**config.mk**
```make
export PLATFORM = sky130hd
export DESIGN_NAME = ysyx_22050612_mdu
export DESIGN_NICKNAME = d
export VERILOG_FILES = /design/src/rtl/ysyx_22050612_mdu_pkg.sv /design/src/rtl/ysyx_22050612_mdu_div_core.sv /design/src/rtl/ysyx_22050612_mdu.sv
export SDC_FILE = /design/constraint.sdc
export NUM_CORES = 2
export LEC_CHECK = 0
export CAP_MARGIN = 15
export CORE_MARGIN = 1
export CORE_UTILIZATION = 35
export DETAILED_ROUTE_END_ITERATION = 7
export HOLD_SLACK_MARGIN = 0.08
export PLACE_DENSITY = 0.63
export SYNTH_ARGS = -nofsm -noshare
export SYNTH_HDL_FRONTEND = slang
export SYNTH_SLANG_ARGS = --single-unit
```
**constraint.sdc**
```tcl
create_clock -name clk -period 9.9 [get_ports clk]
set_input_delay 2.97 -clock clk [delete_from_list [all_inputs] [get_ports clk]]
set_output_delay 2.97 -clock clk [all_outputs]
set_load 0.01 [all_outputs]
```
**src/rtl/ysyx_22050612_mdu_pkg.sv**
```systemverilog
// Shared op-code, FSM state and decode helpers for the multiply/divide unit.
// YSYX_22050612_MDU_DIV_EN selects whether divide op-codes are legal.
package ysyx_22050612_mdu_pkg;

  localparam logic [3:0] OP_MUL    = 4'd0;
  localparam logic [3:0] OP_MULH   = 4'd1;
  localparam logic [3:0] OP_MULHSU = 4'd2;
  localparam logic [3:0] OP_MULHU  = 4'd3;
  localparam logic [3:0] OP_DIV    = 4'd4;
  localparam logic [3:0] OP_DIVU   = 4'd5;
  localparam logic [3:0] OP_REM    = 4'd6;
  localparam logic [3:0] OP_REMU   = 4'd7;
  localparam logic [3:0] OP_MULW   = 4'd8;
  localparam logic [3:0] OP_DIVW   = 4'd12;
  localparam logic [3:0] OP_DIVUW  = 4'd13;
  localparam logic [3:0] OP_REMW   = 4'd14;
  localparam logic [3:0] OP_REMUW  = 4'd15;

`ifdef YSYX_22050612_MDU_DIV_EN
  localparam bit DIV_EN = 1'b1;
`else
  localparam bit DIV_EN = 1'b0;
`endif

  typedef enum logic [1:0] {
    S_IDLE = 2'd0,
    S_BUSY = 2'd1,
    S_DONE = 2'd2
  } state_e;

  function automatic logic is_word(input logic [3:0] op);
    return op[3];
  endfunction

  function automatic logic is_div(input logic [3:0] op);
    return op[2];
  endfunction

  function automatic logic is_illegal(input logic [3:0] op);
    return (op == 4'd9) || (op == 4'd10) || (op == 4'd11) || (!DIV_EN && op[2]);
  endfunction

  // Returns {operand A signed, operand B signed}.
  function automatic logic [1:0] is_signed(input logic [3:0] op);
    if (op[2]) return {2{~op[0]}};
    case (op)
      OP_MULH:   return 2'b11;
      OP_MULHSU: return 2'b10;
      default:   return 2'b00;
    endcase
  endfunction

endpackage

```
**src/rtl/ysyx_22050612_mdu_div_core.sv**
```systemverilog
// Unsigned restoring divider, one quotient bit per step.
// Only instantiated when YSYX_22050612_MDU_DIV_EN is defined.
module ysyx_22050612_mdu_div_core #(
  parameter int W = 64
) (
  input  logic         clk,
  input  logic         rst,
  input  logic         load_i,
  input  logic         step_i,
  input  logic [W-1:0] dividend_i,
  input  logic [W-1:0] divisor_i,
  output logic [W-1:0] quot_o,
  output logic [W-1:0] rem_o
);

  logic [W-1:0] quot_q, rem_q, dvsr_q, sub_d;
  logic [W:0]   shift_d;
  logic         ge_d;

  // When the shifted remainder is >= divisor the true difference fits in W bits.
  always_comb begin
    shift_d = {rem_q, quot_q[W-1]};
    ge_d    = shift_d >= {1'b0, dvsr_q};
    sub_d   = shift_d[W-1:0] - dvsr_q;
  end

  always_ff @(posedge clk) begin
    if (rst) begin
      quot_q <= '0;
      rem_q  <= '0;
      dvsr_q <= '0;
    end else if (load_i) begin
      quot_q <= dividend_i;
      rem_q  <= '0;
      dvsr_q <= divisor_i;
    end else if (step_i) begin
      quot_q <= {quot_q[W-2:0], ge_d};
      rem_q  <= ge_d ? sub_d : shift_d[W-1:0];
    end
  end

  assign quot_o = quot_q;
  assign rem_o  = rem_q;

endmodule

```
**src/rtl/ysyx_22050612_mdu.sv**
```systemverilog
// Iterative RISC-V M-extension unit: shift-add multiplier plus optional restoring
// divider (built only when YSYX_22050612_MDU_DIV_EN is defined).
module ysyx_22050612_mdu
  import ysyx_22050612_mdu_pkg::*;
#(
  parameter int W = 64
) (
  input  logic         clk,
  input  logic         rst,
  input  logic         flush,
  input  logic         in_valid,
  output logic         in_ready,
  input  logic [3:0]   op,
  input  logic [W-1:0] A,
  input  logic [W-1:0] B,
  output logic         out_valid,
  input  logic         out_ready,
  output logic [W-1:0] Z
);

  localparam int H  = W / 2;
  localparam int CW = $clog2(W + 1);
  localparam logic [W-1:0] MIN_FULL = {1'b1, {(W-1){1'b0}}};
  localparam logic [H-1:0] MIN_HALF = {1'b1, {(H-1){1'b0}}};

  state_e         state_q;
  logic [CW-1:0]  cnt_q, n_q;
  logic [3:0]     op_q;
  logic           a_neg_q, b_neg_q, fast_q, out_valid_q;
  logic [W-1:0]   fast_res_q, z_q, mplier_q;
  logic [2*W-1:0] acc_q, mcand_q;

  logic [1:0]    sgn_d;
  logic          word_d, div_d, ill_d, div0_d, ovf_d, fast_d, a_neg_d, b_neg_d;
  logic [W-1:0]  a_ext_d, b_ext_d, a_sx_d, a_mag_d, b_mag_d, fast_res_d;
  logic [CW-1:0] n_d;

  // Operands are reduced to magnitudes; the sign is reapplied when the result is formed.
  always_comb begin
    sgn_d   = is_signed(op);
    word_d  = is_word(op);
    div_d   = is_div(op);
    ill_d   = is_illegal(op);
    a_ext_d = A;
    b_ext_d = B;
    a_sx_d  = A;
    if (word_d) begin
      a_ext_d = {{H{sgn_d[1] & A[H-1]}}, A[H-1:0]};
      b_ext_d = {{H{sgn_d[0] & B[H-1]}}, B[H-1:0]};
      a_sx_d  = {{H{A[H-1]}}, A[H-1:0]};
    end
    a_neg_d = sgn_d[1] & a_ext_d[W-1];
    b_neg_d = sgn_d[0] & b_ext_d[W-1];
    a_mag_d = a_neg_d ? -a_ext_d : a_ext_d;
    b_mag_d = b_neg_d ? -b_ext_d : b_ext_d;
    div0_d  = !ill_d && div_d && (b_ext_d == '0);
    ovf_d   = !ill_d && div_d && sgn_d[1] &&
              (word_d ? ((A[H-1:0] == MIN_HALF) && (B[H-1:0] == '1))
                      : ((A == MIN_FULL) && (B == '1)));
    fast_d     = ill_d || div0_d || ovf_d;
    fast_res_d = '0;
    if (div0_d)     fast_res_d = op[1] ? a_sx_d : '1;
    else if (ovf_d) fast_res_d = op[1] ? '0 : a_sx_d;
    if (fast_d)      n_d = '0;
    else if (word_d) n_d = CW'(H);
    else             n_d = CW'(W);
  end

  logic accept, step;
  logic [W-1:0] div_quot, div_rem;

  assign accept = (state_q == S_IDLE) && in_valid && !flush;
  assign step   = (state_q == S_BUSY) && (cnt_q != n_q);

`ifdef YSYX_22050612_MDU_DIV_EN
  ysyx_22050612_mdu_div_core #(.W(W)) u_div_core (
    .clk        (clk),
    .rst        (rst),
    .load_i     (accept),
    .step_i     (step && op_q[2]),
    .dividend_i (word_d ? {a_mag_d[H-1:0], {H{1'b0}}} : a_mag_d),
    .divisor_i  (b_mag_d),
    .quot_o     (div_quot),
    .rem_o      (div_rem)
  );
`else
  assign div_quot = '0;
  assign div_rem  = '0;
`endif

  logic [2*W-1:0] prod_d;
  logic [W-1:0]   quot_d, rem_d, res_d, z_d;

  always_comb begin
    prod_d = (a_neg_q ^ b_neg_q) ? -acc_q : acc_q;
    quot_d = (a_neg_q ^ b_neg_q) ? -div_quot : div_quot;
    rem_d  = a_neg_q ? -div_rem : div_rem;
    if (fast_q)                                   res_d = fast_res_q;
    else if (op_q[2])                             res_d = op_q[1] ? rem_d : quot_d;
    else if ((op_q == OP_MUL) || (op_q == OP_MULW)) res_d = prod_d[W-1:0];
    else                                          res_d = prod_d[2*W-1:W];
    z_d = op_q[3] ? {{H{res_d[H-1]}}, res_d[H-1:0]} : res_d;
  end

  always_ff @(posedge clk) begin
    if (rst) begin
      state_q     <= S_IDLE;
      cnt_q       <= '0;
      n_q         <= '0;
      op_q        <= '0;
      a_neg_q     <= 1'b0;
      b_neg_q     <= 1'b0;
      fast_q      <= 1'b0;
      fast_res_q  <= '0;
      out_valid_q <= 1'b0;
      z_q         <= '0;
      acc_q       <= '0;
      mcand_q     <= '0;
      mplier_q    <= '0;
    end else if (flush) begin
      state_q     <= S_IDLE;
      cnt_q       <= '0;
      out_valid_q <= 1'b0;
    end else begin
      unique case (state_q)
        S_IDLE: begin
          if (in_valid) begin
            state_q    <= S_BUSY;
            cnt_q      <= '0;
            n_q        <= n_d;
            op_q       <= op;
            a_neg_q    <= a_neg_d;
            b_neg_q    <= b_neg_d;
            fast_q     <= fast_d;
            fast_res_q <= fast_res_d;
            acc_q      <= '0;
            mcand_q    <= {{W{1'b0}}, a_mag_d};
            mplier_q   <= b_mag_d;
          end
        end
        S_BUSY: begin
          if (cnt_q == n_q) begin
            state_q     <= S_DONE;
            z_q         <= z_d;
            out_valid_q <= 1'b1;
          end else begin
            cnt_q    <= cnt_q + CW'(1);
            if (mplier_q[0]) acc_q <= acc_q + mcand_q;
            mcand_q  <= mcand_q << 1;
            mplier_q <= mplier_q >> 1;
          end
        end
        S_DONE: begin
          if (out_ready) begin
            state_q     <= S_IDLE;
            out_valid_q <= 1'b0;
          end
        end
        default: state_q <= S_IDLE;
      endcase
    end
  end

  assign in_ready  = (state_q == S_IDLE);
  assign out_valid = out_valid_q;
  assign Z         = z_q;

endmodule

```
==> flow_metrics.py <==
metrics = {
    "cells_and_area": {
        "fin_area_mm2": 0.0369,
        "area_delta_synth_final_pct": 14.4,
        "stdcell_count": 5617,
        "final_net_count": 4650,
        "drive_gt1_share_pct": 4.50,
        "nFillCells": 9442,
    },
    "timing": {
        "finalHoldViolCount": 0,
        "worst_pin_slew_ns": 1.23,
        "setup_slack_ns": 3.46,
        "setup_viol": 0,
        "skew_ns": 0.0442,
        "max_slew_margin_pct": 17.2,
        "fmax_mhz": 155,
        "drv_slew": 0,
        "setup_tns_ns": 0,
        "grt_setup_unrepaired": "false",
        "fin_crit_ns": 6.44,
        "period_share_pct": 65.0,
    },
    "synth": {
        "yosysMostFrequentCell": "nor2_1",
        "synth_async_sr_flop_share_pct": 0,
        "synth_area_leaders": "dfxtp_1 (29%), a21oi_1 (7.4%), nor2_1 (7.0%)",
        "synth_edf_count": 0,
        "netlist_instances": 4378,
        "ys.flop_type": "dfxtp_1",
        "yosysTopAreaCellShare_pct": 29.0,
        "synthesis.area_mm2": 0.0323,
        "syn_nets": 4648,
        "synth_common_cells": "nor2_1 (598), a21oi_1 (479), dfxtp_1 (467), nand2_1 (369), o21ai_0 (312)",
        "yosys_warnings": 0,
        "ys_ff_latch": 467,
        "seq_area_frac_synth_pct": 29.0,
        "avgSynthCellArea_um2": 7.37,
        "synth.distinct_cells": 93,
        "synth.largest_area_cell": "dfxtp_1",
    },
    "setup_path": {
        "rrSetupSlack_ns": 4.70,
        "r2r-end": "acc_q[114]$_SDFFE_PP0P_",
        "ff2ff_path_depth": 15,
        "cp_data_required_time_ns": 10.39,
        "path_class": "input pin to flip-flop",
        "path_max_fanout": 7,
        "start_kind": "input pin",
        "worstPathArrival_ns": 6.92,
        "worst_setup_path_end_kind": "flip-flop",
        "r2r-start": "mcand_q[0]$_SDFFE_PP0P_",
    },
    "floorplanning": {
        "die-area_mm2": 0.0934,
        "core_mm2": 0.0915,
        "die_h_um": 306,
        "initial_core_util_pct": 35.3,
        "row_count": 111,
        "die_x_um": 306,
        "boundaryPins": 203,
    },
    "routing": {
        "num_vias": 32600,
        "wl_met3_um": 8560,
        "via_per_inst": 5.81,
        "dr_wl_met2_um": 50100,
        "drt_wl_total_um": 116000,
        "dr.pass1.iters": 6,
        "top_layer": "met5",
        "drtIter0Drc": 3363,
        "ant_nets": 0,
        "remaining_drc_errors": 0,
        "wl_met1_um": 52800,
        "routedWlPerCell_um": 20.7,
    },
    "global_routing": {
        "grtUsageTotal_pct": 24.2,
        "grt_pass1_wl_um": 180000,
        "grt_pass1_vias": 30000,
        "overflow": 0,
        "grt_max_degree": 106,
        "antenna_found_initial": 20,
    },
    "cts": {
        "cts_resized": 0,
        "clk_pin_slew_ns": 0.06,
        "tritoncts": "built",
        "cts_setup_buffers": 0,
        "htreeDepth": 2,
        "worstSkewPairLatency_ns": 0.65,
        "cts-buffers-inserted": 56,
        "cts_root_buf": "clkbuf_16",
        "clock_sinks": 467,
        "cts_buffer_depth": 3,
        "cts_hold_buffers": 0,
    },
    "status": {
        "outcome": "completed",
    },
    "worst_hold_path": {
        "hp-start": "mplier_q[36]$_SDFFE_PP0P_",
        "holdPathStages": 2,
        "holdPathEnd": "mplier_q[36]$_SDFFE_PP0P_",
        "hold_path.class": "flip-flop to flip-flop",
    },
    "pwr": {
        "p_leak_nw": 13.8,
        "vdd_drop_max_mv": 0.137,
        "power_density_mw_per_mm2": 127,
    },
    "run": {
        "max-cap-violations": 0,
    },
    "placed_design": {
        "post_dp_cell_area_mm2": 0.0351,
        "place_congestion": 0.970,
        "place_ws_ns": 2.92,
        "dp_hpwl_um": 88100,
        "place_inst": 5508,
        "port_buffers": 202,
    },
}
layout by cell type (no fill, tap or decap), types with 67 or more instances in the layout:
| cell | instances |
|---|---|
| nor2_1 | 590 |
| a21oi_1 | 479 |
| dfxtp_1 | 466 |
| nand2_1 | 369 |
| o21ai_0 | 312 |
| clkdlybuf4s50_1 | 200 |
| xnor2_1 | 191 |
| nor3_1 | 157 |
| xor2_1 | 148 |
| ha_1 | 132 |
| a211oi_1 | 98 |
| inv_1 | 77 |
| a22o_1 | 73 |
| and2_1 | 70 |
| a21o_1 | 68 |
| nand4_1 | 67 |
worst max-delay path, cell delays in order:
cell and delay (ns):
clkdlybuf4s50_1 0.48, or4_1 0.68, or4_4 0.57, nand4bb_1 0.33, nor3_1 0.54, o21ai_0 0.23, o21ai_1 0.30, o21ai_0 0.17
and3_1 0.19, nor3_1 0.18, nor3_1 0.06, a21oi_1 0.15, nor2_1 0.05
flip-flops by register name, indices dropped and copies added, names as in the netlist:
register / cells
acc_q: 128
mcand_q: 128
Z: 64
fast_res_q: 64
mplier_q: 64
cnt_q: 7
op_q: 4
n_q: 2
state_q: 2
a_neg_q: 1
b_neg_q: 1
fast_q: 1
out_valid: 1
metrics by stage:
| stage | hold slack (ns) | utilization [%] | total power, W |
|---|---|---|---|
| global route | 0.471 | 40.4 | 0.00489 |
| finish | 0.455 | 40.4 | 0.00470 |
| global placement | 0.441 | 38.3 | 0.00265 |
| floorplan | 0.425 | - | 0.00240 |
| detailed placement | 0.444 | 38.3 | 0.00265 |
| CTS | 0.456 | 40.3 | 0.00474 |
layout make-up:
class / count / area [um^2] / area share, %
multi-input combinational: 3533 / 21600 / 58.5
timing repair buffer: 245 / 2340 / 6.34
antenna: 6 / 15.0 / 0.0406
sequential: 467 / 9350 / 25.3
tap: 1186 / 1480 / 4.02
clock buffer: 84 / 1630 / 4.40
inverter: 77 / 289 / 0.782
clock inverter: 19 / 225 / 0.610
where the power goes:
| group | leakage (nW) | internal, W | switching, W |
|---|---|---|---|
| clock | 0.899 | 0.00121 | 0.000867 |
| sequential | 3.78 | 0.00192 | 0.0000396 |
| combinational | 9.12 | 0.000235 | 0.000422 |
| total | 13.8 | 0.00337 | 0.00133 |
worst max-delay path by stage:
stage	start	endpoint	slack, ns	depth (start not counted)
floorplan	B[20]	mplier_q[57]$_SDFFE_PP0P_	3.90	13
global placement	B[18]	mplier_q[51]$_SDFFE_PP0P_	2.98	13
detailed placement	B[18]	mplier_q[51]$_SDFFE_PP0P_	2.92	13
CTS	B[18]	mplier_q[51]$_SDFFE_PP0P_	3.57	13
global route	B[18]	mplier_q[51]$_SDFFE_PP0P_	3.27	13
finish	B[18]	mplier_q[51]$_SDFFE_PP0P_	3.46	13
cells by family after synthesis:
| logic type | synth area share [%] |
|---|---|
| flip-flops | 29.0 |
| XOR/XNOR | 9.25 |
| multiplexers | 0.194 |
| buffers and inverters | 4.47 |
| AND/OR/NAND/NOR | 23.5 |
| adder cells (fa/ha/maj) | 5.18 |
| AO/OA/AOI/OAI | 28.5 |
metal layers:
metal  track usage [%]  vias to the layer above
met5                 0                        -
met4              9.19                       30
met3              3.82                      212
met2              37.2                     1227
met1              33.7                    15200
li1                  -                    15900
Power figures use the tool's default switching activity.
